`src/rtl/memory_arb_pkg.sv`:
```
// Shared definitions for the weighted round-robin memory arbiter.
//   clog2          : ceiling log2, used to size the grant index
//   DEFAULT_WEIGHT : grants per turn for every master when WEIGHTS is not overridden
//   ST_IDLE/ST_BUSY: arbiter FSM encodings
package memory_arb_pkg;

    localparam int unsigned DEFAULT_WEIGHT = 1;

    localparam logic ST_IDLE = 1'b0;
    localparam logic ST_BUSY = 1'b1;

    function automatic int unsigned clog2(input int unsigned value);
        int unsigned result;
        result = 0;
        for (int unsigned i = 0; i < 32; i++) begin
            if ((64'd1 << i) < 64'(value)) result = i + 1;
        end
        return result;
    endfunction

endpackage

```
`src/rtl/memory_arbitrator_wrr_pick.sv`:
```
// Combinational weighted round-robin selection.
//   pend        in  : masters with a request not yet forwarded
//   grant       in  : master holding the current turn
//   credit      in  : extra back-to-back grants left in the current turn
//   weights     in  : packed per-master weights, field 0 counts as 1
//   next_grant  out : master to issue next (meaningless when pend is all zero)
//   next_credit out : credit register value after issuing next_grant
module wrr_pick
    import memory_arb_pkg::*;
#(
    parameter int unsigned MASTERS = 4,
    parameter int unsigned WBITS   = 3,
    parameter int unsigned GBITS   = 2
)(
    input  logic [MASTERS-1:0]       pend,
    input  logic [GBITS-1:0]         grant,
    input  logic [WBITS-1:0]         credit,
    input  logic [MASTERS*WBITS-1:0] weights,
    output logic [GBITS-1:0]         next_grant,
    output logic [WBITS-1:0]         next_credit
);

    logic [MASTERS-1:0] above;
    logic               hi_found;
    logic               lo_found;
    logic [GBITS-1:0]   hi_idx;
    logic [GBITS-1:0]   lo_idx;
    logic [GBITS-1:0]   rot_idx;
    logic [WBITS-1:0]   rot_w;
    logic               own_pend;

    always_comb begin
        above    = '0;
        hi_found = 1'b0;
        lo_found = 1'b0;
        hi_idx   = '0;
        lo_idx   = '0;
        own_pend = 1'b0;
        rot_w    = '0;

        // Rotation: lowest pending index strictly above grant, else wrap to
        // the lowest pending index overall (which may be grant itself).
        for (int unsigned i = 0; i < MASTERS; i++) begin
            above[i] = (GBITS'(i) > grant);
            if (pend[i] && above[i] && !hi_found) begin
                hi_found = 1'b1;
                hi_idx   = GBITS'(i);
            end
            if (pend[i] && !lo_found) begin
                lo_found = 1'b1;
                lo_idx   = GBITS'(i);
            end
            if (GBITS'(i) == grant) own_pend = pend[i];
        end
        rot_idx = hi_found ? hi_idx : lo_idx;

        for (int unsigned i = 0; i < MASTERS; i++) begin
            if (GBITS'(i) == rot_idx) rot_w = weights[i*WBITS +: WBITS];
        end
        if (rot_w == '0) rot_w = WBITS'(1);

        if (own_pend && credit != '0) begin
            next_grant  = grant;
            next_credit = credit - WBITS'(1);
        end else begin
            next_grant  = rot_idx;
            next_credit = rot_w - WBITS'(1);
        end
    end

endmodule

```
`src/rtl/memory_arbitrator_wrr.sv`:
```
// Weighted round-robin arbiter: MASTERS toggle-handshake requesters onto one
// toggle-handshake memory slave port.
//   clk, reset     : rising-edge clock, asynchronous active-high reset
//   m_req / m_ack  : per-master request/completion toggles (pending while unequal)
//   m_we/m_a/m_d/m_be : per-master packed command fields, stable while pending
//   m_q            : per-master registered read data
//   s_req / s_ack  : slave request/completion toggles (slave idle while equal)
//   s_we/s_a/s_d/s_be : slave command; s_be is all-ones on reads
//   s_q            : slave read data, sampled when s_ack returns
module memory_arbitrator_wrr
    import memory_arb_pkg::*;
#(
    parameter int unsigned MASTERS = 4,
    parameter int unsigned ABITS   = 24,
    parameter int unsigned DBITS   = 32,
    parameter int unsigned WBITS   = 3,
    parameter logic [MASTERS*WBITS-1:0] WEIGHTS = {MASTERS{WBITS'(DEFAULT_WEIGHT)}}
)(
    input  logic                       clk,
    input  logic                       reset,
    input  logic [MASTERS-1:0]         m_req,
    output logic [MASTERS-1:0]         m_ack,
    input  logic [MASTERS-1:0]         m_we,
    input  logic [MASTERS*ABITS-1:0]   m_a,
    input  logic [MASTERS*DBITS-1:0]   m_d,
    input  logic [MASTERS*DBITS/8-1:0] m_be,
    output logic [MASTERS*DBITS-1:0]   m_q,
    output logic                       s_req,
    input  logic                       s_ack,
    output logic                       s_we,
    output logic [ABITS-1:0]           s_a,
    output logic [DBITS-1:0]           s_d,
    output logic [DBITS/8-1:0]         s_be,
    input  logic [DBITS-1:0]           s_q
);

    localparam int unsigned BBITS = DBITS / 8;
    localparam int unsigned GBITS = (clog2(MASTERS) > 0) ? clog2(MASTERS) : 1;
    localparam logic [WBITS-1:0] W0 = WEIGHTS[WBITS-1:0];
    localparam logic [WBITS-1:0] CREDIT_RST = (W0 == '0) ? WBITS'(1) : W0;

    logic               state;
    logic [MASTERS-1:0] issued;
    logic [GBITS-1:0]   grant;
    logic [WBITS-1:0]   credit;

    logic [MASTERS-1:0] pend;
    logic               done;
    logic               issue;
    logic [GBITS-1:0]   pick_grant;
    logic [WBITS-1:0]   pick_credit;
    logic               sel_we;
    logic [ABITS-1:0]   sel_a;
    logic [DBITS-1:0]   sel_d;
    logic [BBITS-1:0]   sel_be;

    assign pend  = m_req ^ issued;
    assign done  = (state == ST_BUSY) && (s_ack == s_req);
    // Completion and the next issue share one edge, so the slave sees no idle cycle.
    assign issue = ((state == ST_IDLE) || done) && (|pend);

    wrr_pick #(
        .MASTERS (MASTERS),
        .WBITS   (WBITS),
        .GBITS   (GBITS)
    ) u_pick (
        .pend        (pend),
        .grant       (grant),
        .credit      (credit),
        .weights     (WEIGHTS),
        .next_grant  (pick_grant),
        .next_credit (pick_credit)
    );

    always_comb begin
        sel_we = 1'b0;
        sel_a  = '0;
        sel_d  = '0;
        sel_be = '0;
        for (int unsigned i = 0; i < MASTERS; i++) begin
            if (GBITS'(i) == pick_grant) begin
                sel_we = m_we[i];
                sel_a  = m_a[i*ABITS +: ABITS];
                sel_d  = m_d[i*DBITS +: DBITS];
                sel_be = m_be[i*BBITS +: BBITS];
            end
        end
    end

    always_ff @(posedge clk or posedge reset) begin
        if (reset) begin
            state  <= ST_IDLE;
            issued <= '0;
            grant  <= '0;
            credit <= CREDIT_RST;
            m_ack  <= '0;
            m_q    <= '0;
            s_req  <= 1'b0;
            s_we   <= 1'b0;
            s_a    <= '0;
            s_d    <= '0;
            s_be   <= '0;
        end else begin
            // grant still names the master being completed; any reissue below
            // updates it through its own non-blocking assignment.
            if (done) begin
                for (int unsigned i = 0; i < MASTERS; i++) begin
                    if (GBITS'(i) == grant) begin
                        m_ack[i] <= ~m_ack[i];
                        if (!s_we) m_q[i*DBITS +: DBITS] <= s_q;
                    end
                end
            end
            if (issue) begin
                for (int unsigned i = 0; i < MASTERS; i++) begin
                    if (GBITS'(i) == pick_grant) issued[i] <= ~issued[i];
                end
                grant  <= pick_grant;
                credit <= pick_credit;
                s_req  <= ~s_req;
                s_we   <= sel_we;
                s_a    <= sel_a;
                s_d    <= sel_d;
                s_be   <= sel_we ? sel_be : '1;
                state  <= ST_BUSY;
            end else if (done) begin
                state  <= ST_IDLE;
            end
        end
    end

endmodule

```
`config.mk`:
```
export PLATFORM = sky130hd
export DESIGN_NAME = memory_arbitrator_wrr
export DESIGN_NICKNAME = d
export VERILOG_FILES = /design/src/rtl/memory_arb_pkg.sv /design/src/rtl/memory_arbitrator_wrr_pick.sv /design/src/rtl/memory_arbitrator_wrr.sv
export SDC_FILE = /design/constraint.sdc
export NUM_CORES = 1
export LEC_CHECK = 0
export CAP_MARGIN = 20
export CORE_AREA = 2 2 186 188
export DETAILED_ROUTE_END_ITERATION = 6
export DIE_AREA = 0 0 188 190
export PLACE_DENSITY_LB_ADDON = 0.1
export SLEW_MARGIN = 20
export SYNTH_ARGS = -nofsm -noshare
export SYNTH_HDL_FRONTEND = slang
export SYNTH_HIERARCHICAL = 1
export SYNTH_SLANG_ARGS = --single-unit
```
`constraint.sdc`:
```
create_clock -name clk -period 17.65 [get_ports clk]
set_clock_uncertainty 0.2 [all_clocks]
set_input_delay 3.53 -clock clk [delete_from_list [all_inputs] [get_ports clk]]
set_output_delay 3.53 -clock clk [all_outputs]
set_load 0.03 [all_outputs]
```
# Word level (Yosys, flattened, before mapping)
# Cells that the tools add are included.
word_totals:
  regBits: 204
  latch_bits: 0
  mem_bits_rw: 0
  romBits: 0
  in_bits: 283
  out_inout_bits: 194
  memories: 0
classes:
  add_sub_neg: 2
  mul: 0
  div: 0
  order_cmp: 4
  eq_ne: 10
  shifts: 0
  mux: 44
  bitwise: 12
  reduce_logical: 39
ops:
  columns: ["operator", "count"]
  rows:
  - ["$mux W32", 4]
  - ["$mux W24", 4]
  - ["$mux W1", 24]
  - ["$mux W4", 5]
  - ["$reduce_and A2 Y1", 8]
  - ["$logic_and A1 B1 Y1", 13]
  - ["$eq A2 B2 Y1 const A", 6]
  - ["$mux W2", 6]
  - ["$reduce_and A3 Y1", 4]
  - ["$not A1 Y1", 11]
  - ["$eq A1 B2 Y1 const A", 3]
  - ["$logic_not A1 Y1", 6]
  - ["$logic_not A2 Y1", 3]
  - ["$gt A1 B2 Y1 const A", 2]
  - ["$gt A2 B2 Y1 const A", 2]
  - ["$reduce_or A4 Y1", 1]
  - ["$xor A4 B4 Y4", 1]
  - ["$logic_not A3 Y1", 1]
  - ["$mux W3", 1]
  - ["$reduce_bool A3 Y1", 1]
  - ["$sub A3 B1 Y3 const B", 1]
  - ["$reduce_bool A2 Y1", 1]
  - ["$sub A1 B1 Y2 const B", 1]
  - ["$eq A1 B1 Y1", 1]
  - ["$logic_or A1 B1 Y1", 1]

# Logic depth before layout (Yosys ltp)
logic_depth:
  word_depth: 22
  mapped_depth: 10
  ltp_nobuf: 10

# Cells and area by module
# The synthesis kept the hierarchy.
modules_own_cells:
  columns: ["module", "n_inst", "cells_each", "area_per_inst_um2"]
  rows:
  - ["memory_arbitrator_wrr", 1, 537, 9340.2]
  - ["wrr_pick", 1, 46, 375.4]

# Least setup slack after synthesis
# No wires, ideal clock.
synth_timing:
  path_kind: "in2reg"
  from: "in m_req[1]"
  to: "reg s_d[20]"
  setup_ns: 0.125
  arrival_time_ns: 6.188
  required_time_ns: 17.325
  setup_slack_ns: 11.137
  cell_stages: 9
  path_cell_list: "xor2_1 mux4_2 o31ai_4 and3_1 nor2_1 buf_2 buf_1 mux4_2 mux2_2"
synth_via:
  elab_chain_len: 17
  word_cells_on_any_way: 39
synth_rtl:
  columns: ["item", "line", "text"]
  rows:
  - ["start, declared", "memory_arbitrator_wrr.sv:21", "input logic [MASTERS-1:0] m_req,"]
  - ["$xor A4 B4 Y4 *", "memory_arbitrator_wrr.sv:57", "assign pend = m_req ^ issued;"]
  - ["$logic_and A1 B1 Y1 (2 in a row)", "memory_arbitrator_wrr_pick.sv:45", "if (pend[i] && above[i] && !hi_found) begin"]
  - ["$mux W1", "memory_arbitrator_wrr_pick.sv:45", null]
  - ["$logic_not A1 Y1", "memory_arbitrator_wrr_pick.sv:45", null]
  - ["$logic_and A1 B1 Y1", "memory_arbitrator_wrr_pick.sv:45", null]
  - ["$mux W1", "memory_arbitrator_wrr_pick.sv:45", null]
  - ["$logic_not A1 Y1", "memory_arbitrator_wrr_pick.sv:45", null]
  - ["$logic_and A1 B1 Y1", "memory_arbitrator_wrr_pick.sv:45", null]
  - ["$mux W2 / $mux W1 (equally long branches)", "memory_arbitrator_wrr_pick.sv:45", null]
  - ["$mux W2", "memory_arbitrator_wrr_pick.sv:55", "rot_idx = hi_found ? hi_idx : lo_idx;"]
  - ["$mux W2 *", "memory_arbitrator_wrr_pick.sv:62", "if (own_pend && credit != '0) begin"]
  - ["via pick_grant[0]", "memory_arbitrator_wrr.sv:50", "logic [GBITS-1:0] pick_grant;"]
  - ["$logic_not A2 Y1", "memory_arbitrator_wrr.sv:81", "if (GBITS'(i) == pick_grant) begin"]
  - ["$mux W32 (3 in a row)", "memory_arbitrator_wrr.sv:81", null]
  - ["$mux W32 *", "memory_arbitrator_wrr.sv:81", null]
  - ["end signal, assigned", "memory_arbitrator_wrr.sv:123", "s_d <= sel_d;"]
  - ["end, declared", "memory_arbitrator_wrr.sv:32", "output logic [DBITS-1:0] s_d,"]
# Mark *: on every way through the listed nets, which the timed path passes. The rest lies on a longest branch.
# A chain may end at the register's enable or synchronous reset.

# Worst setup path after layout
layout_timing:
  from: "in m_req[1]"
  to: "reg s_be[0]"
layout_via:
  elab_chain_len: 18
  word_cells_on_any_way: 44
layout_rtl:
  columns: ["item", "line", "text"]
  rows:
  - ["$xor A4 B4 Y4 *", "memory_arbitrator_wrr.sv:57", null]
  - ["via pend[1]", "memory_arbitrator_wrr.sv:47", "logic [MASTERS-1:0] pend;"]
  - ["$logic_and A1 B1 Y1 (2 in a row)", "memory_arbitrator_wrr_pick.sv:45", null]
  - ["$mux W1", "memory_arbitrator_wrr_pick.sv:45", null]
  - ["$logic_not A1 Y1", "memory_arbitrator_wrr_pick.sv:45", null]
  - ["$logic_and A1 B1 Y1", "memory_arbitrator_wrr_pick.sv:45", null]
  - ["$mux W1", "memory_arbitrator_wrr_pick.sv:45", null]
  - ["$logic_not A1 Y1", "memory_arbitrator_wrr_pick.sv:45", null]
  - ["$logic_and A1 B1 Y1", "memory_arbitrator_wrr_pick.sv:45", null]
  - ["$mux W2 / $mux W1 (equally long branches)", "memory_arbitrator_wrr_pick.sv:45", null]
  - ["$mux W2", "memory_arbitrator_wrr_pick.sv:55", null]
  - ["$mux W2 *", "memory_arbitrator_wrr_pick.sv:62", null]
  - ["via pick_grant[0]", "memory_arbitrator_wrr.sv:50", null]
  - ["$logic_not A2 Y1", "memory_arbitrator_wrr.sv:81", null]
  - ["$mux W4 / $mux W1 (equally long branches) (4 in a row)", "memory_arbitrator_wrr.sv:81", null]
  - ["$mux W4 *", "memory_arbitrator_wrr.sv:124", "s_be <= sel_we ? sel_be : '1;"]
  - ["end signal, assigned", "memory_arbitrator_wrr.sv:124", null]
  - ["end, declared", "memory_arbitrator_wrr.sv:33", "output logic [DBITS/8-1:0] s_be,"]
# Marked as above.

==> results.md <==
- Status: completed
- Seq cells post-synth: 204
- Clock sinks: 204
- Combinational Power Share: between 60% and 70%
- Critical path cell sequence: clkdlybuf4s50_1 -> xor2_1 -> mux4_2 -> o31ai_4 -> and3_1 -> nor2_4 -> buf_4 -> mux4_2 -> nand2b_1 -> mux2_2
- CP Max Fanout: 50
- Final Hold Fails: 0
- Leakage: 6.35 nW
- Reg-to-reg endpoint: s_be[0]
- Sw frac: about 39%
- Gr ovfl total: 0
- Slowest CP cell: buf_4
- Clk buf depth: 3
- Reg-to-reg slack, setup: approximately 13 ns
- Arrival time worst endpoint: roughly 7.7 ns
- Avg Cell Area, Syn: 16.7 sq um
- Core outline area: between 30000 and 40000 sq um
- Die X: approximately 190 microns
- Gp weighted congestion: roughly 0.77
- All-Layer GR Usage: 17.8%
- PortBufs: around 480
- Synth cell types: 47
- Max-slew headroom: roughly a third
- I/O pin count: roughly 480
- Commonest non-fill, non-tap cell in the layout: clkdlybuf4s50_1
- Critical path's top delay family: buffers and inverters
- Clk_lat worst skew: ~0.52 ns
- Sequential share of power: 22.7%
- Post-CTS Setup Bufs: 0
- Crit-path most repeated cell: mux4_2
- Crit path largest cell delay: ~0.86 ns
- Reg clk slew, reported paths: around 0.060 ns
- Critical path required time: 17.86 ns
- CTS tree: built
- Hold depth: 1
- Die area: ~36000 sq um
- Initial antenna violation count: 11
- Max cap viols: 0
- Syn Inst Count: roughly 600
- PostCTS Resize Cnt: 0
- Wirelength per Cell: approximately 21 microns
- R2R depth: 9
- Post-synth EDFFs: 0
- Most frequent cells in the layout: clkdlybuf4s50_1, dfrtp_1, mux2_2, mux4_2, mux2_4
- Critical path type: primary input to register
- Post-layout util: 46.6%
- Fmax: 0.134 GHz
- Pre-CTS setup slack: 9.61 ns
- Drt initial violations: about 190
- Total Neg Setup Slack: 0 ns
- Root buf cell: clkbuf_16
- CTS H-Tree Depth: 1
- Vias: 6976
- Cts bufs inserted: 25
- Post-DP HPWL: roughly 24000 microns
- Clk pwr share: between 10% and 20%
- Post-DR vias/cell: 4.51
- Seq/Total Area, Yosys: a little over half
- Crit end category: register
- DRC viols: 0
- First-pass GRT wire length: 48000 microns
- Final WL: about 33000 microns
- Pin slew with the least headroom to its limit: between 0.9 and 1 ns
- RSZ-0062 raised after global routing: false
- Final period utilization: between 40% and 50%
- Setup ws final: 10.20 ns
- Drt pass-1 iters: 4
- Busiest grt layer: met2
- Psw: 1.49 mW
- Hold buffers post-CTS: 0
- # setup viols final: 0
- Share of cells above drive strength 1: just under 30%
- Syn-to-layout area delta: 62.7%
- Number of global-route vias before repair: approximately 7.5k
- Cell Area, Synth: 9720 sq um
- Min cycle time layout: about 7.5 ns
- HP Start: m_ack[3]
- Internal Power: 2.30 mW
- Final nets: between 1k and 1.5k
- GR Util met2: approximately 32%
- Routing usage on met1: roughly a fifth
- Hold path endpoint: m_ack[3]
- Max IR drop VDD: 0.148 mV
- Async S/R FF share, synth: 100%
- Power Dens Cells: approximately 240 nW/um^2
- Fillers: ~3.0k
- Largest net degree at the start of global routing: between 100 and 150
- Top FF cell, synth: dfrtp_1
- Core Rows: between 60 and 70
- Starting Density: approximately 29%
- Buf/Inv on CP: 2
- Hold/Removal Path Class: register to register
- Met3 usage: under 10%
- Critical Path Source Type: primary input
- Warnings, synthesis: 6
- Count of final max-slew check failures: 0
- Final antenna-violating net count: 0
- R2R Path Start: issued[1]
- DIE HEIGHT: around 190 microns
[cells by family after synthesis]
logic type	count (synthesis)	synth area share, %
multiplexers	263	38.8
flip-flops	204	52.6
buffers and inverters	41	3.00
AND/OR/NAND/NOR	39	2.49
XOR/XNOR	17	1.53
AO/OA/AOI/OAI	16	1.47
other	2	0.0773
adder cells (fa/ha/maj)	1	0.129
[per-layer routing]
metal  wire (microns)  share of wire (%)
met5               66               0.20
met3             3300                 10
met2            16700                 51
met4              860                2.6
met1            11700                 36
[synth_stat cells, types with 2 or more instances]
library cell / n / area (sq um)
nor2b_1: 3 / 18.8
conb_1: 2 / 7.51
mux2i_1: 6 / 60.1
inv_1: 3 / 11.3
nand2_1: 5 / 18.8
nor2_1: 7 / 26.3
clkbuf_1: 8 / 30.0
xnor2_1: 10 / 87.6
mux2_4: 30 / 450
nand3_1: 3 / 15.0
dfrtp_1: 203 / 5080
buf_12: 4 / 80.1
a22oi_1: 3 / 22.5
nand4b_1: 2 / 17.5
o21ai_0: 3 / 15.0
buf_2: 15 / 75.1
nand4_1: 2 / 12.5
mux2_1: 2 / 22.5
o21ai_2: 2 / 17.5
mux2_2: 163 / 1840
xor2_1: 7 / 61.3
buf_4: 4 / 30.0
nand2b_1: 5 / 31.3
nor3_1: 2 / 10.0
buf_6: 5 / 56.3
nand3b_1: 2 / 15.0
mux4_2: 62 / 1400
[power by group through the flow]
stage	combinational [mW]	clock, mW	sequential (mW)
5_1_grt	2.53	0.582	0.895
3_5_place_dp	2.43	0	0.869
3_3_place_gp	2.41	0	0.866
6_report	2.39	0.541	0.861
4_1_cts	2.43	0.564	0.863
2_1_floorplan	1.25	0	1.30
[through the flow]
stage	hold slack (ns)	power (mW)	cell area (sq um)	instances
3_5_place_dp	0.268	3.30	14900	1493
2_1_floorplan	0.265	2.55	9750	593
5_1_grt	0.289	4.01	15800	1541
4_1_cts	0.279	3.86	15800	1538
6_report	0.280	3.79	15800	1546
3_3_place_gp	0.261	3.28	14900	1493
[how the worst max path moves through the flow]
stage                     cells past startpoint        end  slack [ns]      from
after floorplan                               1  credit[1]        8.35     reset
after global placement                       10    s_be[3]        9.64  m_req[1]
after detailed placement                     10    s_be[0]        9.61  m_req[1]
after CTS                                    10    s_be[0]       10.18  m_req[1]
after global routing                         10    s_be[0]        9.90  m_req[1]
final                                        10    s_be[0]       10.20  m_req[1]
[state kept, by name (all words and copies together) (netlist names)]
| name | count |
|---|---|
| m_q | 128 |
| s_d | 32 |
| s_a | 24 |
| s_we | 1 |
| s_req | 1 |
| grant | 2 |
| credit | 3 |
| s_be | 4 |
| state | 1 |
| issued | 4 |
| m_ack | 4 |
[cell type report]
| class | instances | area (sq um) | area share (%) |
|---|---|---|---|
| tap | 455 | 569 | 3.60 |
| clock buffer | 31 | 688 | 4.35 |
| timing repair buffer | 484 | 4840 | 30.6 |
| clock inverter | 14 | 180 | 1.14 |
| multi-input combinational | 348 | 4390 | 27.7 |
| antenna | 7 | 17.5 | 0.111 |
| sequential | 204 | 5110 | 32.3 |
| inverter | 3 | 18.8 | 0.119 |
(Power assumes the default switching activity.)
==> RTL edit 1, RTL diff (same settings) <==
`MASTERS` is set to 4 in 2 places; all go to 3.
--- a/src/rtl/memory_arbitrator_wrr_pick.sv
+++ b/src/rtl/memory_arbitrator_wrr_pick.sv
@@ -10,3 +10,3 @@
 #(
-    parameter int unsigned MASTERS = 4,
+    parameter int unsigned MASTERS = 3,
     parameter int unsigned WBITS   = 3,
--- a/src/rtl/memory_arbitrator_wrr.sv
+++ b/src/rtl/memory_arbitrator_wrr.sv
@@ -12,3 +12,3 @@
 #(
-    parameter int unsigned MASTERS = 4,
+    parameter int unsigned MASTERS = 3,
     parameter int unsigned ABITS   = 24,
Interface: changed (7 resized); port bits go from 477 to 382. The function was not compared with the original's and may differ.
==> RTL edit 1 against the original RTL <==
Sequential power decreased by 17%; sequential cell count decreased by 34; register-to-register slack improved by 0.46 ns; core utilization decreased by 9.1 points; cell area decreased by 20%; final cell count decreased by 1.6%; area after synthesis decreased by 18%; largest power group unchanged; power decreased by 23%; routed wire length decreased by 20%; non-clock buffer count decreased by 94; via count decreased by 8.4%; setup slack improved by 0.38 ns.
==> RTL edit 1: results <==
{
  "buf_share": 0.305,
  "synthMuxAreaShare": 0.240,
  "fin_nets": 1274,
  "r2r_start": "issued[0]$_DFFE_PP0P_",
  "endpoint": "s_be[1]$_DFFE_PP0P_",
  "grt_pass1_vias": 6639,
  "status": "finished clean",
  "top_layer_used": "met4",
  "clk_share": 0.0437,
  "n_fill_cell": 3350,
  "cts_max_level": 4,
  "max_stage_delay_ns": 0.73,
  "worstHoldEndpoint": "m_ack[0]$_DFFE_PP0P_",
  "routed_wl_um": 26200,
  "ys_types": 43,
  "crit_arrival_ns": 7.23,
  "use_met2": 0.249,
  "gp_congestion": 0.758,
  "synth_compound_area_frac": 0.0944,
  "layout-drive-gt1-share": 0.136,
  "synthXorXnorAreaFrac": 0.0142,
  "signal_buffers": 390,
  "cts_made_buffers": 17,
  "r2r_cells": 10,
  "dr_total_vias": 6390,
  "crit_fanout": 54,
  "nMultiInputCombCells": 470,
  "clockBufferDepth": 2,
  "ys_top_cells_by_count": "169 x dfrtp_1, 126 x nor2_1, 118 x a21oi_1",
  "yosys-top-cells-area": "dfrtp_1 53%, mux2_2 9.7%, mux2i_1 8.0%, a21oi_1 7.5%, nor2_1 6.0%",
  "pre_cts_ws_ns": 10.13,
  "p_leak_nw": 5.28,
  "clk_latency_ns": 0.43,
  "port_buffers": 381,
  "critPathTopFamily": "compound AO/OA/AOI/OAI gates",
  "seq_share": 0.335,
  "gr-usage-met3": 0.0638
}
[RTL edit 1: cell count changes after synthesis, moves of 4 or more]
| cell | delta |
|---|---|
| mux2i_1 | +57 |
| a211oi_1 | +4 |
| nor2_1 | +119 |
| clkbuf_1 | +5 |
| a21oi_1 | +117 |
| dfrtp_1 | -34 |
| mux2_2 | -95 |
| buf_1 | +4 |
| xnor2_1 | -6 |
| mux4_2 | -62 |
| buf_2 | +6 |
[RTL edit 1: power by group]
group          internal, mW  switching, mW  total, mW
clock                 0.202          0.162      0.364
combinational         0.807           1.06       1.86
sequential            0.602          0.112      0.714
[RTL edit 1: through the flow]
stage	utilization	power [mW]	hold slack, ns	cells	cell area (sq um)
floorplan	-	1.95	0.264	690	7950
global placement	0.358	2.60	0.257	1488	12200
detailed placement	0.358	2.61	0.262	1488	12200
CTS	0.374	2.99	0.274	1519	12700
global route	0.374	3.17	0.296	1520	12700
finish	0.375	2.94	0.264	1521	12700
==> RTL edit 2, RTL diff (same settings) <==
Made on the original files. Make the reset (`reset`) synchronous in one clocked block. Comments in the files are not updated.
--- a/src/rtl/memory_arbitrator_wrr.sv
+++ b/src/rtl/memory_arbitrator_wrr.sv
@@ -89,3 +89,3 @@
 
-    always_ff @(posedge clk or posedge reset) begin
+    always_ff @(posedge clk) begin
         if (reset) begin
Behaviour: differs if reset is asserted again (counterexample within 4 cycles, from zero or initial values and one cycle with reset high); with reset held inactive, the same outputs for 4 cycles.
==> RTL edit 2 against the original RTL <==
First-iteration DRC count is 150% higher; cell area fell by 3.7%; routed wire length up 20%; hold slack got worse by 0.027 ns; fmax rose by 0.58%; area after synthesis fell by 5.1%; setup slack improved by 0.043 ns; sequential cell count unchanged; register-to-register slack better by 0.08 ns; power decreased by 37%; sequential share of layout area shrank 5.5 points.
==> RTL edit 2: results <==
{
  "synth_compound_area_frac": 0.162,
  "ys_types": 49,
  "synthXorXnorAreaFrac": 0.0122,
  "via_per_inst": 4.81,
  "route.met3.wl_um": 3360,
  "n_fill_cell": 3321,
  "status": "finished clean",
  "diodes": 6,
  "numPlacedInstances": 1904,
  "inverters": 8,
  "drt-initial-drc-count": 467,
  "ys_seq_area_frac": 0.443,
  "placed_area_sq_mm": 0.0144,
  "dr_wl_met2_um": 19900,
  "buf_share": 0.320,
  "grt_max_degree": 113,
  "p_leak_nw": 5.25,
  "worst_pin_slew_ns": 1.04,
  "min_delay_path_depth": 2,
  "max-vdd-ir-drop_uv": 128,
  "gr-usage-met3": 0.0683,
  "antenna_found_initial": 6,
  "synthMuxAreaShare": 0.163,
  "r2r_end": "s_a[17]$_SDFFE_PP0N_",
  "seq_cells": 204,
  "final_area_sq_mm": 0.0152,
  "dpl.hpwl_um": 28300,
  "grt_pass1_wl_um": 58600,
  "grt_use_total": 0.212,
  "multi_input_area_share": 0.315,
  "clk_share": 0.0561,
  "wl_met1_um": 15200,
  "n_clock_buffer": 35,
  "crit_arrival_ns": 7.57,
  "synthAdderAreaFrac": 0.00136,
  "min_from": "m_q[24]$_SDFFE_PP0P_",
  "nMultiInputCombCells": 746,
  "r2r_slack_ns": 13.36,
  "grt_pass1_vias": 9427,
  "seq_share": 0.268,
  "ys_top_cells_by_count": "261 x nand2_1, 204 x dfxtp_1, 197 x a21oi_1",
  "grt_util_met1": 0.244,
  "fin_nets": 1760,
  "yosys-top-cells-area": "dfxtp_1 44%, mux4_2 15%, a21oi_1 11%, nand2_1 11%, nand3_1 3.4%",
  "async_reset_ff_frac": 0,
  "post_synth.cell_area_avg_sq_um": 8.85,
  "layout-drive-gt1-share": 0.0936,
  "worstHoldEndpoint": "m_q[24]$_SDFFE_PP0P_",
  "wl_per_cell_um": 20.1
}
-- RTL edit 2: cell count changes in the layout (fill, tap and decap cells not counted), moves of 8 or more --
cell / before / now
dfrtp_1: 203 / 0
a21oi_1: 1 / 197
buf_4: 7 / 15
o21ai_0: 3 / 29
mux2_4: 30 / 0
nand3_1: 3 / 62
mux2_2: 163 / 1
dfxtp_1: 0 / 204
o21ai_1: 1 / 37
nand2_1: 5 / 260
-- RTL edit 2: per-stage QoR --
step / hold WS, ns / setup slack (ns) / util
3_5_place_dp: 0.245 / 9.63 / 0.423
3_3_place_gp: 0.241 / 9.71 / 0.423
5_1_grt: 0.263 / 9.89 / 0.448
6_report: 0.252 / 10.24 / 0.449
4_1_cts: 0.254 / 10.20 / 0.448
2_1_floorplan: 0.264 / 11.36 / -
-- RTL edit 2: power breakdown --
part / switching (mW) / leakage [nW] / internal, mW
clock network: 0.211 / 0.425 / 0.320
logic: 0.639 / 3.16 / 0.608
registers: 0.0568 / 1.66 / 0.546
total: 0.907 / 5.25 / 1.47
